**src/rtl/wb_common_pkg.sv**
```systemverilog
// ---------------------------------------------------------------------------
// wb_common_pkg
//
// Shared Wishbone B4 definitions for the burst master family:
//   - cycle type identifier (CTI) encodings
//   - burst type extension (BTE) encodings
//   - wb_next_adr(): address of the next beat of a burst, either a plain
//     linear increment or a wrap inside an aligned 4/8/16-beat block
//
// No ports; import with "import wb_common_pkg::*;".
// ---------------------------------------------------------------------------
package wb_common_pkg;

    // Cycle type identifiers placed on wb_cti_o
    localparam logic [2:0] CTI_CLASSIC = 3'b000;
    localparam logic [2:0] CTI_INCR    = 3'b010;
    localparam logic [2:0] CTI_EOB     = 3'b111;

    // Burst type extensions placed on wb_bte_o
    localparam logic [1:0] BTE_LINEAR  = 2'd0;
    localparam logic [1:0] BTE_WRAP4   = 2'd1;
    localparam logic [1:0] BTE_WRAP8   = 2'd2;
    localparam logic [1:0] BTE_WRAP16  = 2'd3;

    // Next beat address. The address is carried at 64 bits so the one
    // function serves every address width; callers cast the result back.
    // blk_mask selects the bits that move within the wrap block: for a
    // linear burst every bit moves, for a wrapping burst only the offset
    // inside the (beats * step)-byte aligned block moves and the block
    // base is kept from the current address.
    function automatic logic [63:0] wb_next_adr(input logic [63:0] adr,
                                                input logic [1:0]  bte,
                                                input logic [63:0] step);
        logic [63:0] inc;
        logic [63:0] blk_mask;
        inc = adr + step;
        case (bte)
            BTE_WRAP4:  blk_mask = (step << 2) - 64'd1;
            BTE_WRAP8:  blk_mask = (step << 3) - 64'd1;
            BTE_WRAP16: blk_mask = (step << 4) - 64'd1;
            default:    blk_mask = '1;
        endcase
        return (adr & ~blk_mask) | (inc & blk_mask);
    endfunction

endpackage

```
**src/rtl/wb_burst_adr_gen.sv**
```systemverilog
// ---------------------------------------------------------------------------
// wb_burst_adr_gen
//
// Address and beat-count generator for a Wishbone burst. Loads the start
// address and beat count when a command is accepted, then on every
// completed beat steps the address by one bus word (linear or wrapping
// according to bte) and decrements the count of beats still to complete.
//
// Ports:
//   wb_clk_i    in   clock, rising edge
//   wb_rst_ni   in   asynchronous active-low reset
//   load        in   capture load_adr / load_len
//   load_adr    in   [aw] start byte address
//   load_len    in   [lw] beat count
//   bte         in   [2]  burst type used for the wrap
//   advance     in   a beat completed this cycle
//   adr         out  [aw] current beat address (registered)
//   beats_left  out  [lw] beats not yet completed, including current one
//   last_beat   out  current beat is the final one
// ---------------------------------------------------------------------------
module wb_burst_adr_gen
    import wb_common_pkg::*;
#(
    parameter int aw = 32,
    parameter int dw = 32,
    parameter int lw = 5
) (
    input  logic          wb_clk_i,
    input  logic          wb_rst_ni,
    input  logic          load,
    input  logic [aw-1:0] load_adr,
    input  logic [lw-1:0] load_len,
    input  logic [1:0]    bte,
    input  logic          advance,
    output logic [aw-1:0] adr,
    output logic [lw-1:0] beats_left,
    output logic          last_beat
);

    localparam logic [63:0] STEP = 64'(dw / 8);

    // A load always wins over an advance; the two never coincide in the
    // master because a command is only loaded while no burst is running.
    always_ff @(posedge wb_clk_i or negedge wb_rst_ni) begin
        if (!wb_rst_ni) begin
            adr        <= '0;
            beats_left <= '0;
        end else if (load) begin
            adr        <= load_adr;
            beats_left <= load_len;
        end else if (advance) begin
            adr        <= aw'(wb_next_adr(64'(adr), bte, STEP));
            beats_left <= beats_left - lw'(1);
        end
    end

    assign last_beat = (beats_left == lw'(1));

endmodule

```
**src/rtl/wb_burst_master.sv**
```systemverilog
// ---------------------------------------------------------------------------
// wb_burst_master
//
// Turns a single command (start address, direction, length, burst type)
// into a Wishbone B4 registered-feedback burst. Write data is taken from a
// valid/ready stream into a one-entry holding register that drives
// wb_dat_o; read data is returned as one-cycle pulses with no backpressure.
// A command ends with a one-cycle done_o pulse; err_o marks an abort caused
// by wb_err_i or wb_rty_i.
//
// Ports:
//   wb_clk_i, wb_rst_ni            clock / async active-low reset
//   cmd_valid_i, cmd_ready_o       command handshake
//   cmd_adr_i [aw]                 start byte address (word aligned)
//   cmd_we_i                       1 = write burst, 0 = read burst
//   cmd_len_i [clog2(MAX_LEN)+1]   beat count 1..MAX_LEN
//   cmd_bte_i [2]                  0 linear, 1 wrap4, 2 wrap8, 3 wrap16
//   wdat_valid_i, wdat_i, wdat_ready_o   write beat stream
//   rdat_valid_o, rdat_o           read beat pulses
//   done_o, err_o                  end-of-command pulse and status
//   wb_*                           Wishbone master interface
// ---------------------------------------------------------------------------
module wb_burst_master
    import wb_common_pkg::*;
#(
    parameter int dw      = 32,
    parameter int aw      = 32,
    parameter int MAX_LEN = 16
) (
    input  logic                         wb_clk_i,
    input  logic                         wb_rst_ni,

    input  logic                         cmd_valid_i,
    output logic                         cmd_ready_o,
    input  logic [aw-1:0]                cmd_adr_i,
    input  logic                         cmd_we_i,
    input  logic [$clog2(MAX_LEN):0]     cmd_len_i,
    input  logic [1:0]                   cmd_bte_i,

    input  logic                         wdat_valid_i,
    input  logic [dw-1:0]                wdat_i,
    output logic                         wdat_ready_o,

    output logic                         rdat_valid_o,
    output logic [dw-1:0]                rdat_o,

    output logic                         done_o,
    output logic                         err_o,

    output logic [aw-1:0]                wb_adr_o,
    output logic [dw-1:0]                wb_dat_o,
    output logic [dw/8-1:0]              wb_sel_o,
    output logic                         wb_we_o,
    output logic [2:0]                   wb_cti_o,
    output logic [1:0]                   wb_bte_o,
    output logic                         wb_cyc_o,
    output logic                         wb_stb_o,
    input  logic                         wb_ack_i,
    input  logic                         wb_err_i,
    input  logic                         wb_rty_i,
    input  logic [dw-1:0]                wb_dat_i
);

    localparam int LW = $clog2(MAX_LEN) + 1;

    localparam logic [0:0] IDLE   = 1'b0;
    localparam logic [0:0] ACTIVE = 1'b1;

    logic [0:0]    state;
    logic [LW-1:0] load_left;
    logic [LW-1:0] beats_left;
    logic          last_beat;
    logic          accept;
    logic          beat_ack;
    logic          beat_abort;
    logic          final_ack;
    logic          wdat_take;

    // Handshake and bus-event decode. Responses only count while a strobe
    // is out; an error or retry takes priority over a simultaneous ack so
    // the beat is never treated as completed.
    assign cmd_ready_o = (state == IDLE);
    assign accept      = cmd_valid_i & cmd_ready_o;
    assign beat_ack    = wb_stb_o & wb_ack_i & ~wb_err_i & ~wb_rty_i;
    assign beat_abort  = wb_stb_o & (wb_err_i | wb_rty_i);
    assign final_ack   = beat_ack & last_beat;

    // The holding register may be refilled in the same cycle its current
    // beat is acked, which keeps a streaming write at one beat per cycle.
    assign wdat_ready_o = (state == ACTIVE) & wb_we_o & (load_left != '0)
                        & (~wb_stb_o | beat_ack);
    assign wdat_take    = wdat_valid_i & wdat_ready_o;

    // Address stepping and the count of beats still to complete.
    wb_burst_adr_gen #(
        .aw (aw),
        .dw (dw),
        .lw (LW)
    ) u_adr_gen (
        .wb_clk_i   (wb_clk_i),
        .wb_rst_ni  (wb_rst_ni),
        .load       (accept),
        .load_adr   (cmd_adr_i),
        .load_len   (cmd_len_i),
        .bte        (wb_bte_o),
        .advance    (beat_ack),
        .adr        (wb_adr_o),
        .beats_left (beats_left),
        .last_beat  (last_beat)
    );

    // Main sequencer. All Wishbone outputs and the status pulses are
    // registered here. A read burst raises its strobe together with cyc and
    // holds it until the last ack; a write burst only strobes while the
    // holding register has data, so data starvation shows up as cyc high
    // with stb low and the CTI left untouched. The CTI switches to
    // end-of-burst when the second-to-last beat completes, so the final beat
    // is presented with it. Either the final ack or an abort ends the
    // command: the bus is released, done_o pulses and the master is ready
    // again in that same cycle.
    always_ff @(posedge wb_clk_i or negedge wb_rst_ni) begin
        if (!wb_rst_ni) begin
            state        <= IDLE;
            load_left    <= '0;
            wb_cyc_o     <= 1'b0;
            wb_stb_o     <= 1'b0;
            wb_we_o      <= 1'b0;
            wb_cti_o     <= CTI_CLASSIC;
            wb_bte_o     <= BTE_LINEAR;
            wb_sel_o     <= '0;
            wb_dat_o     <= '0;
            rdat_o       <= '0;
            rdat_valid_o <= 1'b0;
            done_o       <= 1'b0;
            err_o        <= 1'b0;
        end else begin
            rdat_valid_o <= 1'b0;
            done_o       <= 1'b0;
            err_o        <= 1'b0;
            case (state)
                IDLE: begin
                    if (accept) begin
                        state     <= ACTIVE;
                        wb_cyc_o  <= 1'b1;
                        wb_stb_o  <= ~cmd_we_i;
                        wb_we_o   <= cmd_we_i;
                        wb_bte_o  <= cmd_bte_i;
                        wb_sel_o  <= '1;
                        wb_cti_o  <= (cmd_len_i == LW'(1)) ? CTI_CLASSIC : CTI_INCR;
                        load_left <= cmd_we_i ? cmd_len_i : '0;
                    end
                end
                ACTIVE: begin
                    if (beat_abort || final_ack) begin
                        state    <= IDLE;
                        wb_cyc_o <= 1'b0;
                        wb_stb_o <= 1'b0;
                        wb_sel_o <= '0;
                        done_o   <= 1'b1;
                        err_o    <= beat_abort;
                    end else begin
                        if (beat_ack && beats_left == LW'(2)) begin
                            wb_cti_o <= CTI_EOB;
                        end
                        if (wb_we_o) begin
                            if (wdat_take) begin
                                wb_stb_o <= 1'b1;
                            end else if (beat_ack) begin
                                wb_stb_o <= 1'b0;
                            end
                        end
                    end
                    if (beat_ack && !wb_we_o) begin
                        rdat_o       <= wb_dat_i;
                        rdat_valid_o <= 1'b1;
                    end
                    if (wdat_take) begin
                        wb_dat_o  <= wdat_i;
                        load_left <= load_left - LW'(1);
                    end
                end
                default: state <= IDLE;
            endcase
        end
    end

endmodule
```
**config.mk**
```make
export PLATFORM = sky130hd
export DESIGN_NAME = wb_burst_master
export DESIGN_NICKNAME = d
export VERILOG_FILES = /design/src/rtl/wb_common_pkg.sv /design/src/rtl/wb_burst_adr_gen.sv /design/src/rtl/wb_burst_master.sv
export SDC_FILE = /design/constraint.sdc
export NUM_CORES = 1
export LEC_CHECK = 0
export CORE_ASPECT_RATIO = 1.4
export CORE_MARGIN = 5
export CORE_UTILIZATION = 44
export CTS_CLUSTER_DIAMETER = 50
export DETAILED_ROUTE_END_ITERATION = 8
export GPL_ROUTABILITY_DRIVEN = 1
export PLACE_DENSITY = 0.8
export SETUP_SLACK_MARGIN = 0.3
export SYNTH_ARGS = -nofsm -noshare
export SYNTH_HDL_FRONTEND = slang
export SYNTH_HIERARCHICAL = 1
export SYNTH_SLANG_ARGS = --single-unit
```
**constraint.sdc**
```tcl
create_clock -name wb_clk_i -period 2.3 [get_ports wb_clk_i]
set_input_delay 0.345 -clock wb_clk_i [delete_from_list [all_inputs] [get_ports wb_clk_i]]
set_output_delay 0.345 -clock wb_clk_i [all_outputs]
set_load 0.02 [all_outputs]
```
==> results of run 1 <==
## layout make-up
type                            count  area [um^2]  share of cell area [%]
Timing Repair Buffer              277         2730                    30.3
Clock buffer                       18          429                    4.76
Inverter                           18         68.8                   0.763
Multi-Input combinational cell    320         2500                    27.7
Tap cell                          150          188                    2.08
Clock inverter                     14          170                    1.89
Sequential cell                   117         2940                    32.6
## worst register-to-register path: cells and delay by family (launching register included)
| kind | cells | cell delay (ns) |
|---|---|---|
| flops | 1 | 0.38 |
| compound gates | 1 | 0.29 |
| simple gates | 1 | 0.12 |
| fa+ha+maj | 1 | 0.15 |
| mux | 1 | 0.30 |
| buf+inv | 5 | 0.71 |
## power by group
| part | internal, mW | leakage [nW] | switching [mW] | total [mW] |
|---|---|---|---|---|
| clock | 1.63 | 0.287 | 1.03 | 2.67 |
| combinational | 3.22 | 2.02 | 3.02 | 6.24 |
| sequential | 3.06 | 1.41 | 0.862 | 3.92 |
## cell usage in the layout, fill, tap and decap left out, drive strengths merged, types with 15 or more instances in the layout
| cell type | count |
|---|---|
| clkdlybuf4s50 | 217 |
| dfrtp | 117 |
| mux2 | 67 |
| buf | 54 |
| nand2 | 48 |
| nor2 | 26 |
| inv | 22 |
| o21ai | 20 |
| clkbuf | 19 |
| nand3 | 15 |
## cell families after synthesis
family / share of synthesized area [%]
xor+xnor: 2.06
flops: 53.0
simple gates: 15.5
compound gates: 9.67
mux: 13.8
fa+ha+maj: 1.59
buf+inv: 4.37
## layer usage
layer,track usage [%],vias to the layer above,share of wire (%)
met4,10.6,0,3.3
met5,1.30,-,0
met2,41.8,215,56
met3,6.17,36,5.9
li1,-,2290,-
met1,24.7,2494,35
## stage by stage
stage	power, mW	util [%]	area [um^2]	worst slack (ns)	setup TNS [ns]
after floorplan	6.83	-	5580	0.260	0
after detailed placement	9.70	65.7	8080	-0.334	-5.94
after global placement	9.52	65.7	8080	-0.316	-5.15
final	12.8	73.3	9020	0.261	0
after CTS	12.5	71.3	8780	0.315	0
after global routing	13.5	73.3	9020	0.209	0
## timing repair
item                                    in CTS  in global routing
endpoints found under the setup margin      12                 47
hold buffers                                 1                  0
pin swaps                                   10                  9
resized for setup                           18                 25
buffers inserted                             8                 13
endpoints found under the hold margin       43                  0
cloned                                       0                  3
## how the worst max path moves through the flow
stage	to	slack (ns)	depth (start not counted)
global placement	wdat_ready_o	-0.32	4
global route	wb_dat_o[19]$_DFFE_PN0P_	0.21	9
finish	wb_dat_o[19]$_DFFE_PN0P_	0.26	9
floorplan	wdat_ready_o	0.26	2
CTS	wb_dat_o[3]$_DFFE_PN0P_	0.32	8
detailed placement	wdat_ready_o	-0.33	4
==> flow_summary.yaml, run 1 <==
route:
  drc_errors: 0
  drt_iter0_drc: 248
  drtAntennaViolNets: 0
  via_per_inst: 5.51
  drt-pass1-iter-count: 4
  vias: 5035
  routed_wl_um: 18100
  wire_per_inst_um: 19.8
place:
  post-place-cells: 857
  place.gp.congestion: 0.888
  hpwl_um: 13000
  io_buffer_count: 223
timing:
  period_share_pct: 88.7
  timing.hold.ws_ns: 0.494
  rsz0062_at_grt: "true"
  drv_slew: 0
  slew_headroom_pct: 59.2
  fin_skew_ns: 0.00735
  finalHoldViolCount: 0
  setup_viol: 0
  worst_pin_slew_ns: 0.612
  fmax_mhz: 490
  period_needed_ns: 2.04
hold_path:
  holdCritPathClass: "input port to register"
  min_from: "cmd_bte_i[0]"
  hold_depth: 3
  holdPathEnd: "wb_bte_o[0]$_DFFE_PN0P_"
clocking:
  cts.clk_slew.worst_paths_ns: 0.06
  cts_tree: "done"
  root_buffer: "clkbuf_16"
  cts_buffer_depth: 2
  cts-buffers-inserted: 17
  clock_latency_ns: 0.40
  cts.sinks: 117
  htree_levels: 4
logic_synthesis:
  synth_flop_cell: "dfrtp_1"
  synth_cell_types: 66
  synth_top_area_share_pct: 53.0
  synthesis.area_um2: 5520
  async_flop_share_pct: 100
  syn-mean-instance-area_um2: 11.5
  synth_area_leader_cell: "dfrtp_1"
  yosys-top-cells-count: "dfrtp_1, mux2_2, nand2_1"
  synth.most_common_cell: "dfrtp_1"
  ys_seq_area_share_pct: 53.0
  syn_inst: 480
  synthTopCellsByArea: "dfrtp_1, mux2_2, nand2_1, o21ai_0, o31ai_1"
  synth_fp_nets: 598
  yosys_register_bits: 117
  ys_warn_count: 6
  synth_edf_count: 0
grt:
  grt_pass1_wl_um: 27300
  grt_antenna_before_repair: 0
  grt_max_degree: 46
  grtUsageTotal_pct: 23.0
  grt_overflow_total: 0
  grt_pass1_vias: 5263
critical_path:
  end_kind: "register"
  rr_startpoint: "load_left[0]$_DFFE_PN0P_"
  crit_slowest_cell: "dfrtp_1"
  reg2reg_to: "wb_dat_o[19]$_DFFE_PN0P_"
  worstPathArrival_ns: 2.32
  path_cells: "inv_2, ha_4, nor4b_4, buf_4, buf_6, a211oi_4, buf_6, clkbuf_16, mux2_4"
  required_ns: 2.58
  critPathLaunch: "load_left[0]$_DFFE_PN0P_"
  crit_buf_inv: 5
  cp_common_cell: "buf_6"
  cp-start-kind: "register"
  reg2reg_slack_ns: 0.26
  path_delay_family: "buffers and inverters"
  cp_max_fo: 8
  max_stage_delay_ns: 0.38
  reg2regPathDepth: 9
  timing_worst_setup_path_type: "register to register"
floorplan:
  die_w_um: 105
  dieArea_um2: 14900
  core_area_um2: 12300
  start_util_pct: 44.9
  top_level_ports: 224
  num_rows: 48
  fp.dieH_um: 143
final_layout:
  drive_above_1_share_pct: 25.5
  nNetsFinal: 869
  diodes: 0
  fin_cells: 914
  nFillCells: 815
  syn_to_final_growth_pct: 63.4
flow_run:
  maxCapViolations: 0
outcome:
  status: "complete, no violations"
pwr:
  peakVddDrop_uv: 1030
  p_per_area_nw_per_um2: 1420
  p_leak_nw: 3.72
No activity file was read; power rests on OpenSTA's default activity.
==> run 2, diff against run 1 <==
- CTS_CLUSTER_DIAMETER: 50 -> 120
==> results of run 2 <==
No change in the layout: final DEF, timing and power equal those of run 1.
